$ cat src/rtl/fp32_pkg.sv
// Shared constants and operand classification for the FP32 tap multiplier.
package fp32_pkg;
  localparam int FP_EXP_W = 8;
  localparam int FP_MAN_W = 23;
  localparam int BIAS     = 127;
  localparam int EXP_MAX  = 255;
  localparam logic [31:0] QNAN = 32'h7FC00000;

  typedef enum logic [1:0] {ZERO, NORM, INF, NAN} fp_cls_t;
endpackage

$ cat src/rtl/fp32_classify.sv
// Combinational unpack of one float word: sign, exponent, 24-bit mantissa, class.
module fp32_classify
  import fp32_pkg::*;
#(
  parameter int EXP_W = FP_EXP_W,
  parameter int MAN_W = FP_MAN_W
) (
  input  logic [EXP_W+MAN_W:0] w,
  output logic                 sgn,
  output logic [EXP_W-1:0]     exp,
  output logic [MAN_W:0]       mant,
  output fp_cls_t              cls
);
  always_comb begin
    sgn  = w[EXP_W+MAN_W];
    exp  = w[MAN_W +: EXP_W];
    mant = {1'b1, w[MAN_W-1:0]};
    // Denormals are flushed: exponent 0 is zero regardless of mantissa
    if (exp == '0)       cls = ZERO;
    else if (&exp)       cls = (w[MAN_W-1:0] == '0) ? INF : NAN;
    else                 cls = NORM;
  end
endmodule

$ cat src/rtl/fp32_mul_pipe.sv
// 3-stage FP32 multiplier (truncate, FTZ) with a single global stall enable.
module fp32_mul_pipe
  import fp32_pkg::*;
#(
  parameter int EXP_W       = FP_EXP_W,
  parameter int MAN_W       = FP_MAN_W,
  parameter bit SIGNED_ZERO = 1'b0
) (
  input  logic                 clk,
  input  logic                 rst,
  input  logic [EXP_W+MAN_W:0] a,
  input  logic [EXP_W+MAN_W:0] b,
  input  logic                 in_valid,
  output logic                 in_ready,
  output logic [EXP_W+MAN_W:0] p,
  output logic                 out_valid,
  input  logic                 out_ready
);
  localparam int W      = 1 + EXP_W + MAN_W;
  localparam int MW     = MAN_W + 1;
  localparam int PW     = 2 * MW;
  localparam int EW     = EXP_W + 2;
  localparam int EBIAS  = (1 << (EXP_W - 1)) - 1;
  localparam int EMAX   = (1 << EXP_W) - 1;
  localparam int STAGES = 3;
  localparam logic [W-1:0] QNAN_W = {1'b0, {EXP_W{1'b1}}, 1'b1, {(MAN_W-1){1'b0}}};

  typedef struct packed {
    logic             s, nan, inf, zero;
    logic [EXP_W-1:0] ea, eb;
    logic [MW-1:0]    ma, mb;
  } s1_t;

  typedef struct packed {
    logic                 s, nan, inf, zero;
    logic signed [EW-1:0] e;
    logic [PW-1:0]        m;
  } s2_t;

  logic [STAGES:0] vld_pipe;
  logic            en;
  s1_t             s1_d, s1_q;
  s2_t             s2_d, s2_q;
  logic [W-1:0]    p_d;

  logic             sa, sb;
  logic [EXP_W-1:0] ea, eb;
  logic [MW-1:0]    ma, mb;
  fp_cls_t          ca, cb;

  assign en          = ~vld_pipe[STAGES] | out_ready;
  assign in_ready    = en;
  assign vld_pipe[0] = in_valid;
  assign out_valid   = vld_pipe[STAGES];

  fp32_classify #(.EXP_W(EXP_W), .MAN_W(MAN_W)) u_cls_a (.w(a), .sgn(sa), .exp(ea), .mant(ma), .cls(ca));
  fp32_classify #(.EXP_W(EXP_W), .MAN_W(MAN_W)) u_cls_b (.w(b), .sgn(sb), .exp(eb), .mant(mb), .cls(cb));

  // S1: resolve the special-case flags up front so later stages only carry three bits
  always_comb begin
    s1_d      = '0;
    s1_d.s    = sa ^ sb;
    s1_d.nan  = (ca == NAN) || (cb == NAN) ||
                (ca == INF && cb == ZERO) || (ca == ZERO && cb == INF);
    s1_d.inf  = (ca == INF) || (cb == INF);
    s1_d.zero = (ca == ZERO) || (cb == ZERO);
    s1_d.ea   = ea;
    s1_d.eb   = eb;
    s1_d.ma   = ma;
    s1_d.mb   = mb;
  end

  // S2: full-width product and unbiased-sum exponent with headroom for sign/overflow
  always_comb begin
    s2_d      = '0;
    s2_d.s    = s1_q.s;
    s2_d.nan  = s1_q.nan;
    s2_d.inf  = s1_q.inf;
    s2_d.zero = s1_q.zero;
    s2_d.e    = {2'b00, s1_q.ea} + {2'b00, s1_q.eb} - EW'(EBIAS);
    s2_d.m    = PW'(s1_q.ma) * PW'(s1_q.mb);
  end

  // S3: normalise by at most one place, truncate, then apply result priority
  logic                 mtop;
  logic signed [EW-1:0] ne;
  logic [MAN_W-1:0]     frac;
  logic [W-1:0]         zero_w;

  always_comb begin
    mtop   = s2_q.m[PW-1];
    ne     = s2_q.e + EW'(mtop);
    frac   = mtop ? s2_q.m[PW-2 -: MAN_W] : s2_q.m[PW-3 -: MAN_W];
    zero_w = {SIGNED_ZERO & s2_q.s, {(W-1){1'b0}}};
    if (s2_q.nan)                       p_d = QNAN_W;
    else if (s2_q.inf)                  p_d = {s2_q.s, {EXP_W{1'b1}}, {MAN_W{1'b0}}};
    else if (s2_q.zero)                 p_d = zero_w;
    else if (ne >= $signed(EW'(EMAX)))  p_d = {s2_q.s, {EXP_W{1'b1}}, {MAN_W{1'b0}}};
    else if (ne <= 0)                   p_d = zero_w;
    else                                p_d = {s2_q.s, ne[EXP_W-1:0], frac};
  end

  always_ff @(posedge clk) begin
    if (rst) begin
      vld_pipe[STAGES:1] <= '0;
      s1_q               <= '0;
      s2_q               <= '0;
      p                  <= '0;
    end else if (en) begin
      vld_pipe[STAGES:1] <= vld_pipe[STAGES-1:0];
      s1_q               <= s1_d;
      s2_q               <= s2_d;
      p                  <= p_d;
    end
  end
endmodule

$ cat config.mk
export PLATFORM = sky130hd
export DESIGN_NAME = fp32_mul_pipe
export DESIGN_NICKNAME = d
export VERILOG_FILES = /design/src/rtl/fp32_pkg.sv /design/src/rtl/fp32_classify.sv /design/src/rtl/fp32_mul_pipe.sv
export SDC_FILE = /design/constraint.sdc
export NUM_CORES = 2
export LEC_CHECK = 0
export CAP_MARGIN = 20
export CORE_UTILIZATION = 40
export CTS_CLUSTER_DIAMETER = 80
export DETAILED_ROUTE_END_ITERATION = 6
export GPL_TIMING_DRIVEN = 0
export PLACE_DENSITY = 0.59
export SLEW_MARGIN = 20
export SYNTH_ARGS = -nofsm -noshare
export SYNTH_HDL_FRONTEND = slang
export SYNTH_SLANG_ARGS = --single-unit
$ cat constraint.sdc
create_clock -name clk -period 8.98 [get_ports clk]
set_clock_uncertainty 0.1 [all_clocks]
set_input_delay 1.796 -clock clk [delete_from_list [all_inputs] [get_ports clk]]
set_output_delay 1.796 -clock clk [all_outputs]
set_load 0.01 [all_outputs]
==> flow_summary.toml <==
[setup_path]
path_class = "reg -> reg"
startpoint = "s1_q[47]"
critPathArrivalTime_ns = 8.97
start_kind = "register"
cp_max_fo = 10
critPathCaptureType = "register"
crit_required_ns = 9.23
rr_startpoint = "s1_q[47]"

[min_path]
worstHoldStart = "vld_pipe[1]"
hold_path.class = "reg -> reg"

[cells_and_area]
nNetsFinal = 3722
syn_to_final_growth_pct = 10.6
multiInputGateArea_um2 = 19000
stdcell_count = 3781
seq_area_um2 = 2820
final_area_um2 = 27200
layout-drive-gt1-share = 0.0220
nFillCells = 5995

[sta]
min_period_ns = 8.72
rsz0062_at_grt = "false"
slew_headroom = 0.226
slew_viol_final = 0
clock.fmax_mhz = 115
max_slew.worst_pin.slew_ns = 1.16
final.setup.tns_ns = 0
hold_viol = 0
finalSetupViolations = 0
fin_crit_sh = 0.971

[place]
place_area_um2 = 26500
gp_congestion = 1.00
io_buffers = 101
post-dp-hpwl_um = 70600
post-place-cells = 3749

[yosys]
ys_ff_latch = 141
synthFlopType = "dfxtp_1"
yosysTopAreaCell = "fa_1"
synth_area_leaders = "fa_1 39%, dfxtp_1 11%, ha_1 9.5%"
syn_nets = 3603
avgSynthCellArea_um2 = 8.57
syn-instance-count = 2866
synth_edf_count = 0
synth_warnings = 0
synth_top_area_frac = 0.393
synth_area_um2 = 24600
ys_types = 63
ys_seq_area_frac = 0.115
synthArstFlopShare = 0

[route]
dr_total_vias = 20225
firstDrtPassIters = 5
ant_nets = 0
drt_iter0_drc = 1309
wire_per_inst_um = 22.8
drc_errors = 0
wl_um = 86100
via_per_inst = 5.35

[cts]
clkTransAtPathRegs_ns = 0.06
cts_tree = "done"
post_cts_buffers = 0
htree_num_levels = 4
postCtsHoldBufs = 0
cts_resized = 0
clk_latency_ns = 0.44
cts.path.max_buffers = 2
cts_buffers = 17
root_buffer = "clkbuf_16"
cts.sinks = 141

[die]
die_y_um = 250
initial_core_util = 0.406
rows = 90
die_w_um = 250
core_um2 = 60500
dieArea_um2 = 62400
ios = 102

[global_routing]
grt_pass1_wl_um = 133000
first_global_vias = 22149
antenna_found_initial = 4
grt_max_degree = 17
grt_overflow = 0
grt_usage = 0.286

[run]
max_cap_viol_count = 0

[status]
outcome = "finished clean"

[power]
p_leak_nw = 12.8
power_density_nw_per_um2 = 172
ir_worst_vdd_v = 0.000172
total_power_w = 0.00467
path summary, 6_finish.rpt:
| check | depth (start not counted) | slack (ns) | endpoint |
|---|---|---|---|
| max | 23 | 0.26 | s2_q[43] |
| min | 2 | 0.36 | vld_pipe[1] |
| max reg2reg | 23 | 0.26 | s2_q[43] |
| min reg2reg | 2 | 0.36 | vld_pipe[1] |
metal layers:
| layer | part of all wire | routed length, µm | global-route usage |
|---|---|---|---|
| met1 | 0.39 | 33200 | 0.339 |
| met3 | 0.066 | 5690 | 0.0486 |
| met4 | 0.075 | 6460 | 0.183 |
| met5 | 0 | 0 | 0 |
| met2 | 0.47 | 40800 | 0.483 |
stage by stage:
stage          hold slack, ns  setup slack, ns  utilization
2_1_floorplan           0.329             2.25            -
3_3_place_gp            0.339            0.130        0.439
3_5_place_dp            0.352            0.130        0.439
4_1_cts                 0.360           0.0921        0.449
5_1_grt                 0.367           0.0475        0.449
6_report                0.360            0.263        0.449
power by group:
| part | switching, W | internal (W) | total [W] |
|---|---|---|---|
| Clock | 0.000292 | 0.000445 | 0.000737 |
| Sequential | 0.0000966 | 0.000709 | 0.000806 |
| Combinational | 0.00201 | 0.00111 | 0.00313 |
state kept, by name, indices dropped and copies added, names as in the netlist:
register,flops
out_valid,1
mtop,1
s2_q,38
vld_pipe,2
s1_q,67
p,32
worst max-delay path, stage by stage, from the launching register on:
cell	delay, ns
dfxtp_1	0.41
clkbuf_1	0.56
clkbuf_1	0.69
and2_1	0.27
fa_1	0.42
fa_1	0.54
inv_1	0.06
fa_1	0.45
fa_1	0.54
inv_1	0.05
fa_1	0.49
fa_1	0.49
inv_1	0.05
fa_1	0.47
inv_1	0.04
ha_1	0.45
nand2_1	0.21
nor2_1	0.54
and3_1	0.29
or3b_1	0.53
a21oi_1	0.40
o21ai_0	0.21
nor2b_1	0.17
o211ai_1	0.19
cells by family after synthesis:
logic type               after synthesis  synth area share
AND/OR/NAND/NOR                      975             0.191
XOR/XNOR                              28           0.00999
multiplexers                          24            0.0109
buffers and inverters                735             0.113
AO/OA/AOI/OAI                        294            0.0717
adder cells (fa/ha/maj)              669             0.488
flip-flops                           141             0.115
placed cells by master, fill, tap and decap left out, drive strengths merged, types with 6 or more instances in the layout:
cell type / instances
nand2: 499
fa: 482
inv: 576
nor4: 16
a22oi: 23
clkbuf: 168
ha: 187
clkdlybuf4s50: 101
nand3: 32
and2: 288
nor3: 16
o211ai: 11
nand4: 16
or4: 6
o21bai: 9
and3: 10
nor2b: 6
a211oi: 11
buf: 11
a21o: 13
mux2: 22
o21ai: 42
a31oi: 10
nor2: 60
dfxtp: 141
or3: 7
a21oi: 152
xor2: 7
xnor2: 21
area by class of cell:
class	count	area share
Antenna cell	2	0.000184
Sequential cell	141	0.104
Buffer	160	0.0229
Clock buffer	19	0.0163
Multi-Input combinational cell	1990	0.698
Clock inverter	12	0.00594
Tap cell	782	0.0360
Inverter	574	0.0793
Timing Repair Buffer	101	0.0372
synth_stat cells, types with 3 or more instances:
master	count
or3_1	6
nand3_1	32
o211ai_1	11
o31ai_1	3
ha_1	187
or4_1	6
a211oi_1	10
o21ai_0	41
inv_1	573
nand4_1	16
mux2_2	22
dfxtp_1	141
a21o_1	13
xor2_1	7
buf_1	5
nand4b_1	4
a22oi_1	23
fa_1	482
nor3b_1	3
buf_2	3
o21bai_1	9
a21oi_1	152
nor2_1	60
clkbuf_1	150
and3_1	10
xnor2_1	21
a31oi_1	10
nor3_1	16
nor2b_1	6
nand2_1	499
and2_1	288
nor4_1	16
Note: power is estimated with default switching activity, not from simulation.
